===== config.mk =====
export PLATFORM = sky130hd
export DESIGN_NAME = instr_fetch
export DESIGN_NICKNAME = d
export VERILOG_FILES = /design/src/rtl/instr_fetch.sv
export SDC_FILE = /design/constraint.sdc
export NUM_CORES = 1
export LEC_CHECK = 0
export ABC_AREA = 1
export BUFFER_PORTS_ARGS = -buffer_cell sky130_fd_sc_hd__buf_4
export CAP_MARGIN = 20
export CORE_ASPECT_RATIO = 1.5
export CORE_MARGIN = 2
export CORE_UTILIZATION = 56
export DETAILED_ROUTE_END_ITERATION = 7
export PLACE_DENSITY = 0.84
export SYNTH_ARGS = -nofsm -noshare
export SYNTH_HDL_FRONTEND = slang
export SYNTH_SLANG_ARGS = --single-unit
export TNS_END_PERCENT = 100

===== constraint.sdc =====
create_clock -name clk -period 4.5 [get_ports clk]
set_input_delay 1.35 -clock clk [delete_from_list [all_inputs] [get_ports clk]]
set_output_delay 1.35 -clock clk [all_outputs]
set_load 0.05 [all_outputs]

===== src/rtl/instr_fetch.sv =====
// Instruction fetch unit: issues one instruction-memory read at a time, hands the
// fetched word to decode, then waits for execute to supply the next PC. A
// misaligned jump/branch target parks the unit in a halt state until reset.
module instr_fetch #(
  parameter int unsigned     XLEN     = 32,
  parameter logic [XLEN-1:0] RESET_PC = '0
) (
  input  logic            clk,
  input  logic            rstn,
  input  logic            i_en,
  // Instruction memory read channel
  output logic [XLEN-1:0] imem_araddr,
  output logic            imem_arvalid,
  input  logic            imem_arready,
  input  logic [XLEN-1:0] imem_rdata,
  input  logic            imem_rvalid,
  output logic            imem_rready,
  // Decode side
  output logic [XLEN-1:0] o_inst,
  output logic [XLEN-1:0] o_pc,
  output logic            o_inst_valid,
  input  logic            i_inst_ready,
  // Execute side
  input  logic            i_pc_update,
  input  logic [1:0]      i_pc_op,
  input  logic [XLEN-1:0] i_pc_target,
  input  logic            i_branch_taken,
  // Status
  output logic            o_misaligned,
  output logic [31:0]     o_fetch_count
);

  typedef enum logic [2:0] {
    StIdle,
    StAddr,
    StData,
    StExec,
    StHalt
  } state_e;

  typedef enum logic [1:0] {
    PcIncr   = 2'b00,
    PcJump   = 2'b01,
    PcBranch = 2'b10,
    PcRsvd   = 2'b11
  } pc_op_e;

  localparam logic [XLEN-1:0] PcStep = XLEN'(4);

  state_e          state_q, state_d;
  logic [XLEN-1:0] pc_q, pc_d;
  logic [XLEN-1:0] inst_q, inst_d;
  logic [XLEN-1:0] inst_pc_q, inst_pc_d;
  // Set once decode has taken the current instruction; EXEC then waits for execute.
  logic            acked_q, acked_d;
  logic            misaligned_q, misaligned_d;
  logic [31:0]     count_q, count_d;

  logic [XLEN-1:0] pc_plus4;
  logic [XLEN-1:0] next_pc;
  logic            target_sel;
  logic            target_bad;
  logic            inst_valid;
  logic            decode_hs;

  // Next-PC selection; only a selected target can be misaligned.
  always_comb begin
    pc_plus4   = pc_q + PcStep;
    next_pc    = pc_plus4;
    target_sel = 1'b0;
    unique case (pc_op_e'(i_pc_op))
      PcIncr:   target_sel = 1'b0;
      PcJump:   target_sel = 1'b1;
      PcBranch: target_sel = i_branch_taken;
      PcRsvd:   target_sel = 1'b0;
      default:  target_sel = 1'b0;
    endcase
    if (target_sel) begin
      next_pc = i_pc_target;
    end
    target_bad = target_sel && (i_pc_target[1:0] != 2'b00);
  end

  // Handshake outputs are pure functions of state so reset clears them at once.
  always_comb begin
    imem_arvalid  = (state_q == StAddr);
    imem_araddr   = pc_q;
    imem_rready   = (state_q == StData);
    inst_valid    = (state_q == StExec) && !acked_q;
    o_inst_valid  = inst_valid;
    o_inst        = inst_q;
    o_pc          = inst_pc_q;
    o_misaligned  = misaligned_q;
    o_fetch_count = count_q;
    decode_hs     = inst_valid && i_inst_ready;
  end

  // Next-state logic for the fetch FSM and its datapath registers.
  always_comb begin
    state_d      = state_q;
    pc_d         = pc_q;
    inst_d       = inst_q;
    inst_pc_d    = inst_pc_q;
    acked_d      = acked_q;
    misaligned_d = misaligned_q;
    count_d      = count_q;

    unique case (state_q)
      StIdle: begin
        if (i_en) begin
          state_d = StAddr;
        end
      end

      StAddr: begin
        if (imem_arready) begin
          state_d = StData;
        end
      end

      StData: begin
        // Read data arriving in any other state is dropped.
        if (imem_rvalid) begin
          inst_d    = imem_rdata;
          inst_pc_d = pc_q;
          acked_d   = 1'b0;
          state_d   = StExec;
        end
      end

      StExec: begin
        if (decode_hs) begin
          count_d = count_q + 32'd1;
          acked_d = 1'b1;
        end
        // A PC update may arrive before decode accepts; valid drops on exit either way.
        if (i_pc_update) begin
          acked_d = 1'b0;
          if (target_bad) begin
            misaligned_d = 1'b1;
            state_d      = StHalt;
          end else begin
            pc_d    = next_pc;
            state_d = i_en ? StAddr : StIdle;
          end
        end
      end

      StHalt: begin
        state_d = StHalt;
      end

      default: begin
        state_d = StIdle;
      end
    endcase
  end

  // State and datapath registers with asynchronous active-low reset.
  always_ff @(posedge clk or negedge rstn) begin
    if (!rstn) begin
      state_q      <= StIdle;
      pc_q         <= RESET_PC;
      inst_q       <= '0;
      inst_pc_q    <= '0;
      acked_q      <= 1'b0;
      misaligned_q <= 1'b0;
      count_q      <= '0;
    end else begin
      state_q      <= state_d;
      pc_q         <= pc_d;
      inst_q       <= inst_d;
      inst_pc_q    <= inst_pc_d;
      acked_q      <= acked_d;
      misaligned_q <= misaligned_d;
      count_q      <= count_d;
    end
  end

endmodule

==> results of run 1 <==
==> cell families (layout without fill, tap and decap cells) <==
kind of cell	Yosys count	count (layout)	synth area share
simple gates	494	494	0.308
fa+ha+maj	3	3	0.00544
flops	133	133	0.482
xor+xnor	21	21	0.0266
compound gates	68	68	0.0533
mux	37	37	0.0603
buf+inv	107	328	0.0638
==> cell usage in the layout (no fill, tap or decap), types with 4 or more instances in the layout <==
cell / instances
buf_4: 207
clkbuf_16: 17
clkinvlp_4: 4
dfrtp_1: 133
inv_1: 83
inv_2: 4
inv_6: 4
mux2_2: 35
nand2_1: 267
nand3_1: 56
nand4_1: 13
nor2_1: 127
nor2_2: 6
nor3_1: 4
o211ai_1: 4
o21ai_0: 46
o21ai_1: 5
o22ai_1: 6
xnor2_1: 8
xor2_1: 13
==> metal layers <==
metal / routed length [um] / up-vias / global-route usage / share of wire
met5: 0 / - / 0 / 0
met1: 7030 / 3119 / 0.358 / 0.35
met4: 861 / 0 / 0.146 / 0.043
met3: 1640 / 73 / 0.0742 / 0.082
li1: - / 3167 / - / -
met2: 10600 / 336 / 0.551 / 0.53
==> state kept, by name, summed over array words and instances, names as in the netlist <==
signal	count
o_pc	32
o_misaligned	1
acked_q	1
o_inst	32
o_fetch_count	32
imem_araddr	32
state_q	3
==> per-stage QoR <==
| step | instance area [um2] | cells |
|---|---|---|
| 2_1_floorplan | 6900 | 863 |
| 3_3_place_gp | 8560 | 1205 |
| 3_5_place_dp | 8560 | 1205 |
| 4_1_cts | 9140 | 1237 |
| 5_1_grt | 9140 | 1237 |
| 6_report | 9140 | 1237 |
==> layout make-up <==
cell class	count	area, um2
inverters	88	330
well taps	153	191
flip-flops and latches	133	3330
repair buffers	208	1570
fillers	912	2880
clock buffers	18	429
clock inverters	14	153
multi-input cells	623	3140
==> worst min-delay path by stage <==
stage	from	end	slack, ns	depth (start not counted)
floorplan	acked_q	acked_q	0.56	2
global placement	o_misaligned	o_misaligned	0.45	2
CTS	o_misaligned	o_misaligned	0.47	2
global route	o_misaligned	o_misaligned	0.51	2
detailed placement	o_misaligned	o_misaligned	0.45	2
finish	o_misaligned	o_misaligned	0.47	2
==> power breakdown <==
group	leakage, uW	switching (uW)	internal, uW
Combinational	0.00288	191	99.9
Clock	0.000274	549	821
Sequential	0.00173	34.0	1220
==> critical path, cell delays in order (launching register included) <==
cell and delay (ns):
dfrtp_1 0.44, inv_2 0.11, nor3_1 0.35, buf_4 0.28
==> results.md, run 1 <==
Timing:
- The number of setup violations in the final report is 0.
- The top achievable clock speed is 338 MHz.
- For the finished layout, the period the worst path requires is 2.96 ns.
- The slew at the pin closest to its max-slew limit is 0.966 ns.
- The worst pin sits at a relative slew slack of 0.356.
- The share of the cycle needed by the critical path after routing is 0.657.
- The worst setup slack after layout is 1.54 ns.
- The number of hold violations in the final report is 0.
- The worst hold margin is 0.466 ns.
- Setup repair after global routing left no endpoint under its margin.
- The final count of pins violating max slew is 0.
- After routing, the total negative slack on setup checks comes to 0 ns.
- The worst-case clock skew is 0.00775 ns.

Critical path:
- The worst setup path is captured at an output pin.
- In this run the worst path has a maximum fanout of 4.
- In this run the critical register-to-register path is launched from state_q[2].
- The number of cells traversed by the worst register-to-register path is 10.
- The worst endpoint required time is 3.15 ns.
- STA classifies the critical path startpoint as a flop.
- Data arrives at the worst endpoint at 1.61 ns.
- The worst register-to-register path ends at o_fetch_count[19].
- Across all register-to-register paths, the minimum setup slack is 2.36 ns.
- The worst setup path is of the reg -> out kind.
- The end point of the critical path is imem_arvalid.
- The most critical setup path has its startpoint at state_q[0].

Synthesis:
- The Yosys step of the flow raised 0 warnings.
- By count the netlist is led by nand2_1 (267), dfrtp_1 (133), nor2_1 (127).
- Ranked by total cell area, the synthesized netlist is headed by dfrtp_1 (48%), nand2_1 (15%), nor2_1 (6.9%).
- The most common cell in the synthesized netlist is nand2_1.
- The register bit count reported by yosys is 133.
- The mapped netlist covers 6900 um2.
- The number of enable flip-flop cells after synthesis is 0.
- The total nets after synthesis is 940.
- The mean cell area of the mapped netlist is 8.00 um2.
- The share of the synthesized area in the top cell type is 0.482.
- In the synthesized netlist, the number of instances is 863.
- The fraction of registers with async set or reset after synthesis is 1.00.
- Of the synthesized area, sequential elements account for 0.482.
- The netlist uses 38 different library cells.
- The largest area contributor in the synthesized netlist is dfrtp_1.
- The primary flip-flop cell chosen by synthesis mapping is dfrtp_1.

Cells and area:
- Once layout is complete, the utilization of the core stands at 0.761.
- The count of nets after finishing is 1148.
- The synthesis-to-layout area growth is 32.4%.
- Of the cells placed in the final design, the portion with a size suffix greater than 1 is 0.278.
- The number of antenna diodes in the final layout is 0.

Detailed routing:
- The pre-antenna-repair detailed-routing pass consisted of 7 iterations.
- After detailed routing, the average wire length per cell comes to 16.3 um.
- The total vias in the final route is 6695.
- Wires add up to 20100 um.
- The count of nets left with antenna violations once routing finished came out at 0.
- The detailed router finished its first iteration with 467 violations.
- In the routed layout, each cell is associated on average with a via count of 5.41.
- For this run, design rule violations remaining after detail routing come to 0.

Hold path:
- The path class of the tightest hold or removal check is reg -> reg.

CTS:
- After clock tree synthesis, the clock-pin slew on the worst setup and hold paths is 0.06 ns.
- The number of H-tree levels is 4.
- In this run the deepest clock path goes through 2 buffers.
- The number of hold buffers added after CTS was 0.
- For this design, the sink count on the clock tree is 133.
- The clock latency reported for the late side of the worst-skew pair is 0.42 ns.
- The TritonCTS clock tree is built.
- In this run the post-CTS setup repair buffer count came out at 0.
- Once the clock tree was built, the resizer swapped 0 gates to a different size.
- The cell sitting at the root of the clock tree is a clkbuf_16.
- TritonCTS created 17 clock buffers.

GRT:
- The global-route wire length before repair is 32200 um.
- Entering global routing, the biggest net connects 92 pins.
- The via count of the first global-routing pass is 6564.
- The number of antenna violations at the first check in global routing came to 0.
- Across every metal layer, demand over resource in global routing totals 0.315.
- The global route total overflow is 0.

Placement:
- The final HPWL from detailed placement is 14600 um.
- Input and output buffers added on the ports amount to 205.
- The final weighted congestion in routability-driven placement is 0.959.
- The post-placement worst setup slack is 1.24 ns.

Die:
- In this run the vertical extent of the chip is 140 um.
- The floorplan step defined a core boundary enclosing 12000 um2.
- After floorplanning, the core was divided into 49 placement rows.
- In this run the horizontal extent of the chip is 94.7 um.
- The initial core utilization is 0.575.
- The area enclosed by the die boundary is 13300 um2.
- 206 I/O pins were placed.

Power:
- The total power density per cell area is 319 nW/um2.
- The power after layout is 2910 uW.
- In this run the static leakage power is 0.00488 uW.
- The maximum resistive drop on vdd is 285 uV.

Run status:
- The run finished with clean final reports.

Run:
- Max-cap violations in this run came to 0.
Power figures use the tool's default switching activity.
==> run 2, diff against run 1 <==
--- a/config.mk
+++ b/config.mk
@@ -10,9 +10,9 @@
 export CAP_MARGIN = 20
 export CORE_ASPECT_RATIO = 1.5
 export CORE_MARGIN = 2
-export CORE_UTILIZATION = 56
+export CORE_UTILIZATION = 52
 export DETAILED_ROUTE_END_ITERATION = 7
-export PLACE_DENSITY = 0.84
+export PLACE_DENSITY = 0.78
 export SYNTH_ARGS = -nofsm -noshare
 export SYNTH_HDL_FRONTEND = slang
 export SYNTH_SLANG_ARGS = --single-unit
==> constraint.sdc (replaced) <==
create_clock -name clk -period 2.9 [get_ports clk]
set_input_delay 0.87 -clock clk [delete_from_list [all_inputs] [get_ports clk]]
set_output_delay 0.87 -clock clk [all_outputs]
set_load 0.05 [all_outputs]
==> results.md, run 2 (same netlist as run 1, synthesis figures left out) <==
Run status:
- The flow ran to the end, and the final reports show no timing, DRC or antenna violations.

CTS:
- The number of hold buffers added after CTS was 0.
- The number of cells upsized or downsized after cts is 0.
- The TritonCTS clock tree is built.
- The number of H-tree levels is 4.
- At the later pin of the worst-skew pair, clock insertion delay measures 0.42 ns.
- Once the clock tree was built, the setup fixing pass inserted 0 buffers.
- The number of buffers created by CTS is 17.
- The number of buffers between clock root and the deepest sink is 2.
- After clock tree synthesis, the clock-pin slew on the worst setup and hold paths is 0.06 ns.
- The tree built by TritonCTS fans out to 133 sinks.
- The cell sitting at the root of the clock tree is a clkbuf_16.

Cells and area:
- The synthesis-to-layout area growth is 33.6%.
- 0 antenna diodes ended up in the layout.
- The most common cell after layout, fill and taps aside is nand2_1.
- For this run, the post-layout net count is 1157.
- Of the cells placed in the final design, the portion with a size suffix greater than 1 is 0.285.
- Leaving out fill and tap cells, the most frequent cells in the layout are nand2_1 (267), buf_4 (215), dfrtp_1 (133), nor2_1 (127), inv_1 (83).

Power:
- Summed over all nets, the switching power comes to 1200 uW.
- The internal power summed over all cells is 3320 uW.
- The share of total power dissipated in combinational logic is 0.100.
- The maximum resistive drop on vdd is 385 uV.
- Summed over all cells, the static leakage comes to 0.00494 uW.
- The part of the total power dissipated in sequential elements is 0.429.
- The portion of total power attributed to the clock network is 0.471.
- Of the total power, the share spent switching nets is 0.266.
- Power spread over the standard cell area amounts to 490 nW/um2.

Timing:
- Setup repair after global routing left no endpoint under its margin.
- The number of hold violations in the final report is 0.
- Of the available clock period, the critical path in the final layout requires 0.846.
- The top achievable clock speed is 408 MHz.
- The worst-case headroom to the max-slew limit is 0.593.
- The worst-case clock skew is 0.0117 ns.
- The worst path in the final design needs a cycle of 2.45 ns, including I/O delays and setup.
- At the pin with the least slew margin, the transition time is 0.610 ns.
- The worst setup slack after layout is 0.446 ns.
- The number of setup violations in the final report is 0.
- The final count of pins violating max slew came to 0.
- The post-route setup TNS is 0 ns.

Critical path:
- The critical path depth is 3.
- For the worst setup path, the data required time is 2.03 ns.
- The maximum fanout count along the critical path is 4.
- The startpoint type of the worst setup path is a flop.
- The number of cells traversed by the worst register-to-register path is 10.
- The arrival time at the worst endpoint is 1.58 ns.
- The critical path is of the reg -> out type.
- Traced cell by cell, the critical path runs through inv_2 -> nor3_1 -> buf_4.
- In this design, the stage delay of the slowest critical-path cell is 0.43 ns.
- The number of buffers and inverters on the critical path is 2.
- The kind of end point of the critical path is an output pin.
- The largest individual stage delay along the critical path comes from the cell dfrtp_1.
- In this design, the largest share of critical-path delay is due to flip-flops.

Detailed routing:
- The number of nets still failing antenna checks after routing is 0.
- The first routing iteration left 362 violations.
- The length of the first detailed-routing pass in iterations is 5.
- After detailed routing, the total wire length is 19600 um.
- The total vias in the final route is 6556.
- After detailed routing, the number of remaining DRC violations is 0.
- The average wire per cell in the routed design is 15.7 um.
- In the routed layout, each cell is associated on average with a via count of 5.24.

Die:
- The initial core utilization is 0.533.
- The width of the die is 98.1 um.
- The I/O pin total is 206.
- The die is 145 um tall.
- The total area inside the core boundary comes to 13000 um2.
- After floorplanning, the core was divided into 51 placement rows.
- The floorplan step defined a die boundary enclosing 14200 um2.

GRT:
- The via count of the first global-routing pass is 6456.
- The global routing met2 resource utilization is 0.502.
- The first global-routing pass estimated 31400 um of wire.
- The number of antenna violations at the first check in global routing is 0.
- In the global route stage, overall resource usage came out at 0.278.
- In this run the most used layer during global routing was met2.
- For met1 alone, demand over resource in global routing was 0.311.
- The global route total overflow is 0.
- Entering global routing, the biggest net connects 50 pins.
- The met3 usage is 0.0626.

Placement:
- The congestion estimate from routability-driven global placement came to 0.880.
- At the placement stage, the worst setup path has a slack of 0.421 ns.
- The quantity of I/O buffers inserted on ports is 205.
- Detailed placement finished with a half-perimeter wire length of 15000 um.

Run:
- The tool flagged a number of max-cap violations equal to 0.

Hold path:
- The class of the most critical hold timing path is in -> async.
==> run 2: changes by cell type in the layout (fill, tap and decap cells not counted), sizes merged <==
cell      change
buf           +9
clkbuf        -1
clkinv        +4
clkinvlp      -3
==> run 2: final cells by class <==
class	count	area [um2]
Sequential cell	133	3330
Clock buffer	17	425
Clock inverter	15	154
Tap cell	159	199
Inverter	88	330
Timing Repair Buffer	217	1650
Multi-Input combinational cell	623	3140
Fill cell	1066	3730
==> run 2: final timing paths <==
| kind | from | endpoint | slack, ns |
|---|---|---|---|
| max | state_q[0] | imem_arvalid | 0.45 |
| min | rstn | o_inst[13] | 0.44 |
| min reg2reg | o_misaligned | o_misaligned | 0.48 |
| min in group clk | o_misaligned | o_misaligned | 0.48 |
| max reg2reg | imem_araddr[3] | imem_araddr[22] | 0.98 |
| max in group asynchronous | rstn | imem_araddr[6] | 1.81 |
==> run 2: per-layer routing <==
| layer | up-vias | routed length (um) |
|---|---|---|
| met2 | 234 | 10500 |
| met4 | 0 | 636 |
| li1 | 3176 | - |
| met3 | 42 | 1280 |
| met5 | - | 0 |
| met1 | 3104 | 7220 |
==> run 2: per-stage QoR <==
stage | cell area (um2) | power [uW] | instances | utilization | hold slack [ns]
after floorplan | 6900 | 2190 | 863 | - | 0.557
after global placement | 8650 | 2420 | 1220 | 0.668 | 0.451
after detailed placement | 8650 | 2430 | 1220 | 0.668 | 0.453
after CTS | 9230 | 4550 | 1252 | 0.712 | 0.453
after global routing | 9230 | 4670 | 1252 | 0.712 | 0.485
final | 9230 | 4520 | 1252 | 0.712 | 0.441
==> run 2: power by group through the flow <==
stage                     Sequential (uW)  Combinational [uW]  Clock [uW]
after floorplan                      2070                 124           0
after global placement               1970                 450           0
after detailed placement             1970                 454           0
after CTS                            1940                 457        2150
after global routing                 1940                 496        2230
final                                1940                 454        2130
==> run 3, diff against run 2 <==
==> constraint.sdc (replaced) <==
create_clock -name clk -period 2.3 [get_ports clk]
set_input_delay 0.69 -clock clk [delete_from_list [all_inputs] [get_ports clk]]
set_output_delay 0.69 -clock clk [all_outputs]
set_load 0.05 [all_outputs]
==> results.md, run 3 (same netlist as run 1, synthesis figures left out) <==
Placement:
- Summed over all nets, the half-perimeter wirelength after detailed placement is 15300 um.
- The quantity of I/O buffers inserted on ports is 205.
- At the end of routability-driven placement, the weighted congestion stood at 0.961.

Timing:
- The share of the cycle needed by the critical path after routing is 0.948.
- The final count of pins violating max slew is 0.
- The worst pin sits at a relative slew slack of 0.712.
- For the pin with the worst max-slew slack, the measured transition is 0.429 ns.
- The number of setup violations in the final report is 0.
- Setup repair after global routing left no endpoint under its margin.
- The number of hold violations in the final report is 0.
- The final critical path time including I/O delays and setup is 2.18 ns.
- For this run, the top clock speed supported by timing is 459 MHz.
- Adding up every negative setup slack in the final design gives 0 ns.
- Between clock sinks in the finished design, the worst skew comes to 0.00605 ns.

Power:
- The power after layout is 5860 uW.
- Summed over all cells, the static leakage comes to 0.00499 uW.
- The total power density per cell area is 627 nW/um2.
- Across the VDD grid, the largest voltage drop is 508 uV.

Run status:
- The run finished with clean final reports.

GRT:
- The global route total overflow is 0.
- The via count of the first global-routing pass was 6687.
- The global-route wire length before repair is 32700 um.
- The maximum number of pins on one net before global-route repair is 58.
- The number of antenna violations at the first check in global routing is 0.
- The total routing usage reported by global routing is 0.289.

Detailed routing:
- After detailed routing, the number of remaining DRC violations is 0.
- The average wire per cell in the routed design is 16.4 um.
- Wires add up to 20500 um.
- The first detailed-routing pass ran for 6 iterations.
- After the first detailed-routing iteration, the DRC count stood at 389.
- The number of nets still failing antenna checks after routing is 0.
- After detailed routing, the number of vias per cell comes to 5.34.
- The total vias in the final route is 6705.

CTS:
- Once the clock tree was built, the resizer swapped 0 gates to a different size.
- TritonCTS built the clock tree.
- The clock slew seen by the registers of the worst setup and hold paths is 0.06 ns.
- The number of buffers between clock root and the deepest sink is 2.
- The number of H-tree levels is 4.
- The number of sinks handled by clock tree synthesis is 133.
- The root buffer selected by CTS is clkbuf_16.
- Counting the buffers created by CTS gives 17.
- The clock latency reported for the late side of the worst-skew pair is 0.42 ns.
- The number of setup buffers added after CTS is 0.
- The count of hold-fix buffers inserted at cts is 0.

Die:
- During I/O placement, the number of pins put on the boundary was 206.
- The width of the die is 98.1 um.
- The die covers 14200 um2.
- For this configuration, the core starts out at a cell density of 0.533.
- The die is 145 um tall.
- The count of standard-cell rows is 51.
- In this run the standard cell core region covers 13000 um2.

Critical path:
- The maximum fanout count along the critical path is 4.
- STA puts the critical path data required time at 1.61 ns.
- The family with the most delay on the worst path is flip-flops.
- The signal on the critical path passes through inv_2 -> nor2_2 -> nand2_1 -> nor2_1 -> buf_4.
- The type of the worst setup path is reg -> out.
- The slowest library cell on the worst path is dfrtp_1.
- On the worst path, the slowest cell contributes a delay of 0.43 ns.
- Data on the critical path arrives at its endpoint at 1.49 ns.
- The startpoint type of the worst setup path is a flop.
- The sum of buffers and inverters on the critical path is 2.
- The kind of end point of the critical path is an output pin.

Cells and area:
- The synthesis-to-layout area growth is 35.2%.
- Of the cells placed in the final design, the portion with a size suffix greater than 1 is 0.286.
- In the layout the commonest cells are nand2_1 (267), buf_4 (213), dfrtp_1 (133), nor2_1 (127), inv_1 (83).
- For this run, the share of the core covered by cells in the final layout is 0.721.
- Summing all multi-input logic gate instances after layout gives 3140 um2.
- Counting the fill cells in the layout gives 1044.
- At the end of the flow, the number of nets in the layout was 1160.
- Registers take 3330 um2.
- 0 antenna diodes ended up in the layout.
- The library cell used most frequently in the layout, excluding fill and tap cells, is nand2_1.

Hold path:
- The worst hold path belongs to the class in -> async.

Run:
- The reported max-cap violation count is 0.
[run 3: cell types whose count changed in the layout (fill, tap and decap cells not counted)]
cell / delta
clkinv_4: +2
nor3_2: +1
clkbuf_1: +1
buf_4: -2
nor3_1: -1
buf_6: +1
inv_6: -1
buf_12: +4
bufinv_16: +1
clkinv_2: -3
[run 3: final timing paths]
check / slack [ns] / depth (start not counted) / to / from
worst max-delay path: 0.12 / 5 / o_inst_valid / state_q[1]
worst min-delay path: 0.18 / 1 / o_inst[16] / rstn
worst max register to register: 0.40 / 10 / imem_araddr[30] / imem_araddr[3]
worst min register to register: 0.47 / 2 / o_misaligned / o_misaligned
max in group asynchronous: 1.47 / 2 / imem_araddr[6] / rstn
min in group clk: 0.47 / 2 / o_misaligned / o_misaligned
[run 3: report_power, final]
part	leakage [uW]	total [uW]	internal, uW	switching, uW
clock	0.000295	2820	1720	1100
combinational	0.00296	588	212	376
sequential	0.00173	2450	2380	67.0
[run 3: cell type report]
type,instances,share of cell area
repair buffers,220,0.185
clock buffers,18,0.0460
flip-flops and latches,133,0.357
clock inverters,14,0.0190
inverters,88,0.0354
multi-input cells,623,0.336
well taps,159,0.0213
[run 3: stage by stage]
| step | hold slack, ns | cells | area (um2) | worst slack, ns |
|---|---|---|---|---|
| final | 0.176 | 1255 | 9340 | 0.120 |
| after global routing | 0.194 | 1255 | 9340 | 0.0600 |
| after CTS | 0.183 | 1255 | 9340 | 0.111 |
| after detailed placement | 0.452 | 1223 | 8730 | 0.0750 |
| after global placement | 0.450 | 1223 | 8730 | 0.0982 |
| after floorplan | 0.394 | 863 | 6910 | 0.267 |
[run 3: worst reg2reg max path: stages, from the launching register on]
cell and delay [ns]:
dfrtp_1 0.46, ha_1 0.27, inv_1 0.10, nor2_2 0.33
nand2_4 0.14, nor2_8 0.19, nand2_1 0.08, nand2_1 0.06
nand3_1 0.06, nand2_1 0.06, nand2_1 0.05
[run 3: per-layer routing]
metal,track usage,routed length [um]
met4,0.153,845
met2,0.505,10700
met1,0.315,7190
met5,0,0
met3,0.0761,1790
